--- src/rtl/bus_arb_pkg.sv ---
// -----------------------------------------------------------------------------
// bus_arb_pkg
// Shared constants for the two-master round-robin bus arbiter:
//   - FSM state encodings (IDLE, GRANT_M0, GRANT_M1)
//   - master IDs used by the last_served register
//   - hold counter width and its saturation value
// -----------------------------------------------------------------------------
package bus_arb_pkg;
  localparam logic [1:0] IDLE     = 2'b00;
  localparam logic [1:0] GRANT_M0 = 2'b01;
  localparam logic [1:0] GRANT_M1 = 2'b10;

  localparam logic MST_M0 = 1'b0;
  localparam logic MST_M1 = 1'b1;

  localparam int                    HOLD_CNT_W   = 8;
  localparam logic [HOLD_CNT_W-1:0] HOLD_CNT_MAX = '1;
endpackage

--- src/rtl/bus_arbiter_rr_if.sv ---
// -----------------------------------------------------------------------------
// bus_arbiter_rr_if
// Request/grant bundle between the two bus masters and the arbiter.
//   M0_req, M1_req     : level requests, held by each master for its transfer
//   M0_grant, M1_grant : registered, mutually exclusive bus ownership
//   bus_busy           : either grant active
//   hold_cnt           : cycles the current owner has held the bus
// Modports:
//   master : requester side (drives requests, observes grants)
//   slave  : arbiter side (observes requests, drives grants)
// -----------------------------------------------------------------------------
interface bus_arbiter_rr_if;
  import bus_arb_pkg::*;

  logic                  M0_req;
  logic                  M1_req;
  logic                  M0_grant;
  logic                  M1_grant;
  logic                  bus_busy;
  logic [HOLD_CNT_W-1:0] hold_cnt;

  modport master (output M0_req, M1_req,
                  input  M0_grant, M1_grant, bus_busy, hold_cnt);
  modport slave  (input  M0_req, M1_req,
                  output M0_grant, M1_grant, bus_busy, hold_cnt);
endinterface

--- src/rtl/bus_hold_counter.sv ---
// -----------------------------------------------------------------------------
// bus_hold_counter
// Saturating hold counter for the current bus owner.
//   clk     : system clock, rising edge
//   reset_n : asynchronous active-low reset
//   i_clear : load 0 on the next edge (takes priority over i_en)
//   i_en    : count up by one, sticking at HOLD_CNT_MAX
//   o_cnt   : current count
// -----------------------------------------------------------------------------
module bus_hold_counter
  import bus_arb_pkg::*;
(
  input  logic                  clk,
  input  logic                  reset_n,
  input  logic                  i_clear,
  input  logic                  i_en,
  output logic [HOLD_CNT_W-1:0] o_cnt
);
  logic [HOLD_CNT_W-1:0] r_cnt;

  always_ff @(posedge clk or negedge reset_n) begin
    if (!reset_n)                          r_cnt <= '0;
    else if (i_clear)                      r_cnt <= '0;
    else if (i_en && r_cnt != HOLD_CNT_MAX) r_cnt <= r_cnt + 1'b1;
  end

  assign o_cnt = r_cnt;
endmodule

--- src/rtl/bus_arbiter_rr.sv ---
// -----------------------------------------------------------------------------
// bus_arbiter_rr
// Two-master round-robin bus arbiter. Grants decode straight from the
// registered FSM state, so they are glitch-free and drop as soon as reset
// asserts. Ownership hands over directly between masters with no idle cycle.
//   clk     : system clock, rising edge
//   reset_n : asynchronous active-low reset
//   bus     : bus_arbiter_rr_if.slave (requests in, grants/busy/hold_cnt out)
// Parameter:
//   MAX_HOLD : grant cycles an owner may keep the bus under contention
// Build option:
//   ARB_HOLD_LIMIT_EN : when defined, an owner that has held the bus for
//                       MAX_HOLD cycles while the other master requests is
//                       forced to hand over. Otherwise hold is unlimited.
// -----------------------------------------------------------------------------
module bus_arbiter_rr
  import bus_arb_pkg::*;
#(
  parameter int MAX_HOLD = 8
)(
  input  logic             clk,
  input  logic             reset_n,
  bus_arbiter_rr_if.slave  bus
);
`ifdef ARB_HOLD_LIMIT_EN
  localparam bit HOLD_LIMIT_EN = 1'b1;
`else
  localparam bit HOLD_LIMIT_EN = 1'b0;
`endif
  localparam logic [HOLD_CNT_W-1:0] HOLD_LAST = HOLD_CNT_W'(MAX_HOLD - 1);

  logic [1:0]            r_state;
  logic [1:0]            w_nxt;
  logic                  r_last;
  logic                  w_both;
  logic                  w_force;
  logic                  w_clear;
  logic [HOLD_CNT_W-1:0] w_hold_cnt;

  assign w_both  = bus.M0_req & bus.M1_req;
  // Owner has used its last allowed cycle while the other master waits.
  assign w_force = HOLD_LIMIT_EN & w_both & (w_hold_cnt == HOLD_LAST);

  always_comb begin
    w_nxt = r_state;
    case (r_state)
      IDLE: begin
        if (w_both)          w_nxt = (r_last == MST_M1) ? GRANT_M0 : GRANT_M1;
        else if (bus.M0_req) w_nxt = GRANT_M0;
        else if (bus.M1_req) w_nxt = GRANT_M1;
        else                 w_nxt = IDLE;
      end
      GRANT_M0: begin
        if (!bus.M0_req)     w_nxt = bus.M1_req ? GRANT_M1 : IDLE;
        else if (w_force)    w_nxt = GRANT_M1;
      end
      GRANT_M1: begin
        if (!bus.M1_req)     w_nxt = bus.M0_req ? GRANT_M0 : IDLE;
        else if (w_force)    w_nxt = GRANT_M0;
      end
      default:               w_nxt = IDLE;
    endcase
  end

  always_ff @(posedge clk or negedge reset_n) begin
    if (!reset_n) begin
      r_state <= IDLE;
      r_last  <= MST_M1;   // M0 wins the first contention after reset
    end else begin
      r_state <= w_nxt;
      if (r_state == GRANT_M0 && w_nxt != GRANT_M0)      r_last <= MST_M0;
      else if (r_state == GRANT_M1 && w_nxt != GRANT_M1) r_last <= MST_M1;
    end
  end

  // Count restarts on any state change and is held at 0 while idle.
  assign w_clear = (w_nxt != r_state) | (w_nxt == IDLE);

  bus_hold_counter u_hold_cnt (
    .clk     (clk),
    .reset_n (reset_n),
    .i_clear (w_clear),
    .i_en    (1'b1),
    .o_cnt   (w_hold_cnt)
  );

  assign bus.M0_grant = (r_state == GRANT_M0);
  assign bus.M1_grant = (r_state == GRANT_M1);
  assign bus.bus_busy = bus.M0_grant | bus.M1_grant;
  assign bus.hold_cnt = w_hold_cnt;
endmodule

--- src/flat_wrapper.sv ---
// flat-port wrapper written by rule: the top's interface ports become plain ports
module bus_arbiter_rr_flat import bus_arb_pkg::*;
#(
  parameter int MAX_HOLD = 8
)
  (clk, reset_n, bus_M0_req, bus_M1_req, bus_M0_grant, bus_M1_grant, bus_bus_busy, bus_hold_cnt);
  bus_arbiter_rr_if bus_i ();
  input  logic clk;
  input  logic reset_n;
  input wire logic [$bits(bus_i.M0_req)-1:0] bus_M0_req;
  input wire logic [$bits(bus_i.M1_req)-1:0] bus_M1_req;
  output wire logic [$bits(bus_i.M0_grant)-1:0] bus_M0_grant;
  output wire logic [$bits(bus_i.M1_grant)-1:0] bus_M1_grant;
  output wire logic [$bits(bus_i.bus_busy)-1:0] bus_bus_busy;
  output wire logic [$bits(bus_i.hold_cnt)-1:0] bus_hold_cnt;
  assign bus_i.M0_req = bus_M0_req;
  assign bus_i.M1_req = bus_M1_req;
  assign bus_M0_grant = bus_i.M0_grant;
  assign bus_M1_grant = bus_i.M1_grant;
  assign bus_bus_busy = bus_i.bus_busy;
  assign bus_hold_cnt = bus_i.hold_cnt;
  bus_arbiter_rr #(.MAX_HOLD(MAX_HOLD)) u_core (.clk(clk), .reset_n(reset_n), .bus(bus_i));
endmodule
--- config.mk ---
export PLATFORM = sky130hd
export DESIGN_NAME = bus_arbiter_rr_flat
export DESIGN_NICKNAME = d
export VERILOG_FILES = /design/src/rtl/bus_arb_pkg.sv /design/src/rtl/bus_arbiter_rr_if.sv /design/src/rtl/bus_hold_counter.sv /design/src/rtl/bus_arbiter_rr.sv /design/src/flat_wrapper.sv
export SDC_FILE = /design/constraint.sdc
export NUM_CORES = 1
export LEC_CHECK = 0
export BUFFER_PORTS_ARGS = -buffer_cell sky130_fd_sc_hd__buf_2
export CAP_MARGIN = 20
export CORE_UTILIZATION = 25
export CTS_BUF_LIST = sky130_fd_sc_hd__clkbuf_16
export CTS_CLUSTER_DIAMETER = 40
export DETAILED_ROUTE_END_ITERATION = 10
export PLACE_DENSITY = 0.42
export SETUP_SLACK_MARGIN = 0.2
export SLEW_MARGIN = 15
export SYNTH_ARGS = -nofsm -noshare
export SYNTH_HDL_FRONTEND = slang
export SYNTH_HIERARCHICAL = 1
export SYNTH_SLANG_ARGS = --single-unit
--- constraint.sdc ---
create_clock -name clk -period 2.5 [get_ports clk]
set_input_delay 0.125 -clock clk [delete_from_list [all_inputs] [get_ports clk]]
set_output_delay 0.125 -clock clk [all_outputs]
set_load 0.01 [all_outputs]
==> impl_metrics.py <==
metrics = {
    "clock_tree": {
        "cts_num_sinks": 11,
        "post_cts_resized": 0,
        "clk_pin_slew_ns": 0.04,
        "holdBufCountCts": 1,
        "cts-htree-levels": 1,
        "post_cts_buffers": 0,
        "clk_path_buf_depth": 2,
        "clk_latency_ns": 0.24,
        "numCtsBuffers": 3,
        "cts_tree": "yes",
        "root_buffer": "clkbuf_16",
    },
    "worst_setup_path": {
        "rrSetupSlack_ns": 0.38,
        "cp.required_ns": 2.62,
        "critPathMaxFanout": 11,
        "r2r_start": "u_core/r_state[0]$_DFF_PN0_",
        "timing.rr.end": "u_core/u_hold_cnt/o_cnt[0]$_DFFE_PN0P_",
        "end_kind": "flop",
        "worstPathArrival_ns": 2.24,
        "startpoint_type": "flop",
        "path_class": "flop to flop",
        "reg2regPathDepth": 9,
    },
    "floorplanning": {
        "dieArea_mm2": 0.00322,
        "die-width_um": 56.7,
        "core_mm2": 0.00281,
        "initial_core_util": 0.267,
        "rows": 19,
        "ioPinCount": 15,
        "die_h_um": 56.7,
    },
    "timing": {
        "max_freq_mhz": 472,
        "tns_ns": 0,
        "finalHoldViolations": 0,
        "rsz0062_at_grt": "no",
        "setup_viol": 0,
        "slew_violations": 0,
        "fin_crit_ns": 2.12,
        "fin_crit_sh": 0.848,
        "finalClockSkew_ns": 0.00212,
    },
    "finish": {
        "fill_cells": 300,
        "fin_cells": 130,
        "syn_to_final_growth_pct": 26.3,
        "seq_area_um2": 277,
        "fin_nets": 109,
        "multi_input_area_um2": 444,
        "diodes": 0,
        "final_area_um2": 945,
        "final_util": 0.337,
        "drive_above_1_share": 0.242,
    },
    "synthesis": {
        "ys_seq_elements": 11,
        "ys_types": 36,
        "synth_top_area_frac": 0.334,
        "yosysTopAreaCell": "dfrtp_1",
        "synth_ff_type": "dfrtp_1",
        "synth_edf_count": 0,
        "seq_area_frac_synth": 0.370,
        "synth_area_leaders": "dfrtp_1, ha_1, nor2b_1",
        "syn-num-nets": 90,
        "yosysMostFrequentCell": "dfrtp_1",
        "syn_area_per_cell_um2": 9.24,
        "ys_warn_count": 6,
        "synth_common_cells": "dfrtp_1, nor2b_1, ha_1, inv_1, nand2_1",
        "synthArstFlopShare": 1.00,
        "synth_area_um2": 748,
        "syn-instance-count": 81,
    },
    "place": {
        "dp.cells": 125,
        "gp_congestion": 0.846,
        "hpwl_um": 1150,
        "placed_area_um2": 856,
        "portBuffers": 14,
    },
    "detailed_routing": {
        "wl_per_cell_um": 12.2,
        "vias": 655,
        "dr.pass1.iters": 7,
        "finalWirelength_um": 1580,
        "ant_nets": 0,
        "vias_per_cell": 5.04,
        "first_iter_violations": 18,
        "drcViolationCount": 2,
    },
    "grt": {
        "grt_overflow": 0,
        "antenna_found_initial": 0,
        "first_global_vias": 631,
        "grt_pass1_wl_um": 2810,
        "grt_usage": 0.115,
        "grt_max_degree": 12,
    },
    "power": {
        "power.leakage_nw": 0.426,
        "p_switching_w": 0.000258,
        "clockPowerShare": 0.361,
        "cellPowerDensity_mw_per_mm2": 846,
        "netSwitchingFraction": 0.323,
        "p_comb_frac": 0.335,
        "pwr-share-seq": 0.305,
        "intPower_w": 0.000541,
        "finalPower_w": 0.000799,
        "ir_worst_vdd_mv": 0.380,
    },
    "run": {
        "maxCapViolations": 0,
    },
    "worst_hold_path": {
        "hp-class": "input pin to async pin",
    },
    "run_status": {
        "status": "complete, but fails checks",
        "violations": "design-rule violations",
    },
}
-- sequential cells by signal (all words and copies together), names as in the netlist --
| name | flops |
|---|---|
| u_core/r_state | 2 |
| u_core/u_hold_cnt/o_cnt | 8 |
| u_core/r_last | 1 |
-- critical path, cell delays in order, from the launching register on --
cell and delay (ns):
dfrtp_1 0.46, inv_1 0.10, ha_1 0.25, and2_1 0.17, o21ai_1 0.25, a211oi_1 0.12, a2bb2oi_1 0.14, buf_4 0.19
nor2_1 0.06, mux2_2 0.25
-- cell type report --
type,count,share of cell area
multi-input combinational,63,0.470
sequential,11,0.293
timing repair buffer,16,0.0927
clock buffer,3,0.0795
tap,31,0.0411
inverter,5,0.0199
clock inverter,1,0.00397
-- logic make-up after synthesis --
logic type	after synthesis	synth area share
AO/OA/AOI/OAI	17	0.164
AND/OR/NAND/NOR	35	0.273
XOR/XNOR	1	0.0117
buffers and inverters	7	0.0368
multiplexers	4	0.0569
flip-flops	11	0.370
other	1	0.00501
adder cells (fa/ha/maj)	5	0.0836
-- cell usage in the layout, fill, tap and decap left out, types with 2 or more instances in the layout --
master     count
buf_2         14
dfrtp_1       10
inv_1          6
nor2b_1        6
nand2_1        5
ha_1           5
a21oi_1        4
nor3_1         4
clkbuf_16      3
nand3_1        3
a211oi_1       3
nor2_1         3
nand2b_1       3
and3_1         2
a31oi_1        2
mux2i_1        2
a2111oi_0      2
mux2_2         2
-- power groups by stage --
stage | combinational, W | clock (W) | sequential (W)
6_report | 0.000267 | 0.000288 | 0.000244
3_5_place_dp | 0.000265 | 0 | 0.000247
2_1_floorplan | 0.000199 | 0 | 0.000240
5_1_grt | 0.000305 | 0.000307 | 0.000251
3_3_place_gp | 0.000272 | 0 | 0.000250
4_1_cts | 0.000269 | 0.000295 | 0.000244
-- metal layers --
metal | GRT usage | wire, µm
met5 | 0 | 0
met4 | 0.0214 | 8
met3 | 0.0484 | 83
met2 | 0.185 | 717
met1 | 0.142 | 771
-- per-stage QoR --
stage	hold slack (ns)	setup WS, ns
after floorplan	-0.171	0.380
after global placement	0.0236	0.391
after detailed placement	0.0218	0.411
after CTS	0.311	0.395
after global routing	0.326	0.212
final	0.292	0.380
-- how the worst max path moves through the flow --
stage | depth (start not counted) | to | from
detailed placement | 9 | u_core/u_hold_cnt/o_cnt[0]$_DFFE_PN0P_ | u_core/r_state[0]$_DFF_PN0_
global placement | 9 | u_core/u_hold_cnt/o_cnt[3]$_DFFE_PN0P_ | u_core/r_state[0]$_DFF_PN0_
CTS | 9 | u_core/u_hold_cnt/o_cnt[0]$_DFFE_PN0P_ | u_core/r_state[0]$_DFF_PN0_
global route | 9 | u_core/u_hold_cnt/o_cnt[3]$_DFFE_PN0P_ | u_core/r_state[0]$_DFF_PN0_
floorplan | 8 | u_core/u_hold_cnt/o_cnt[0]$_DFFE_PN0P_ | u_core/r_state[0]$_DFF_PN0_
finish | 9 | u_core/u_hold_cnt/o_cnt[0]$_DFFE_PN0P_ | u_core/r_state[0]$_DFF_PN0_
Note: power is estimated with default switching activity, not from simulation.
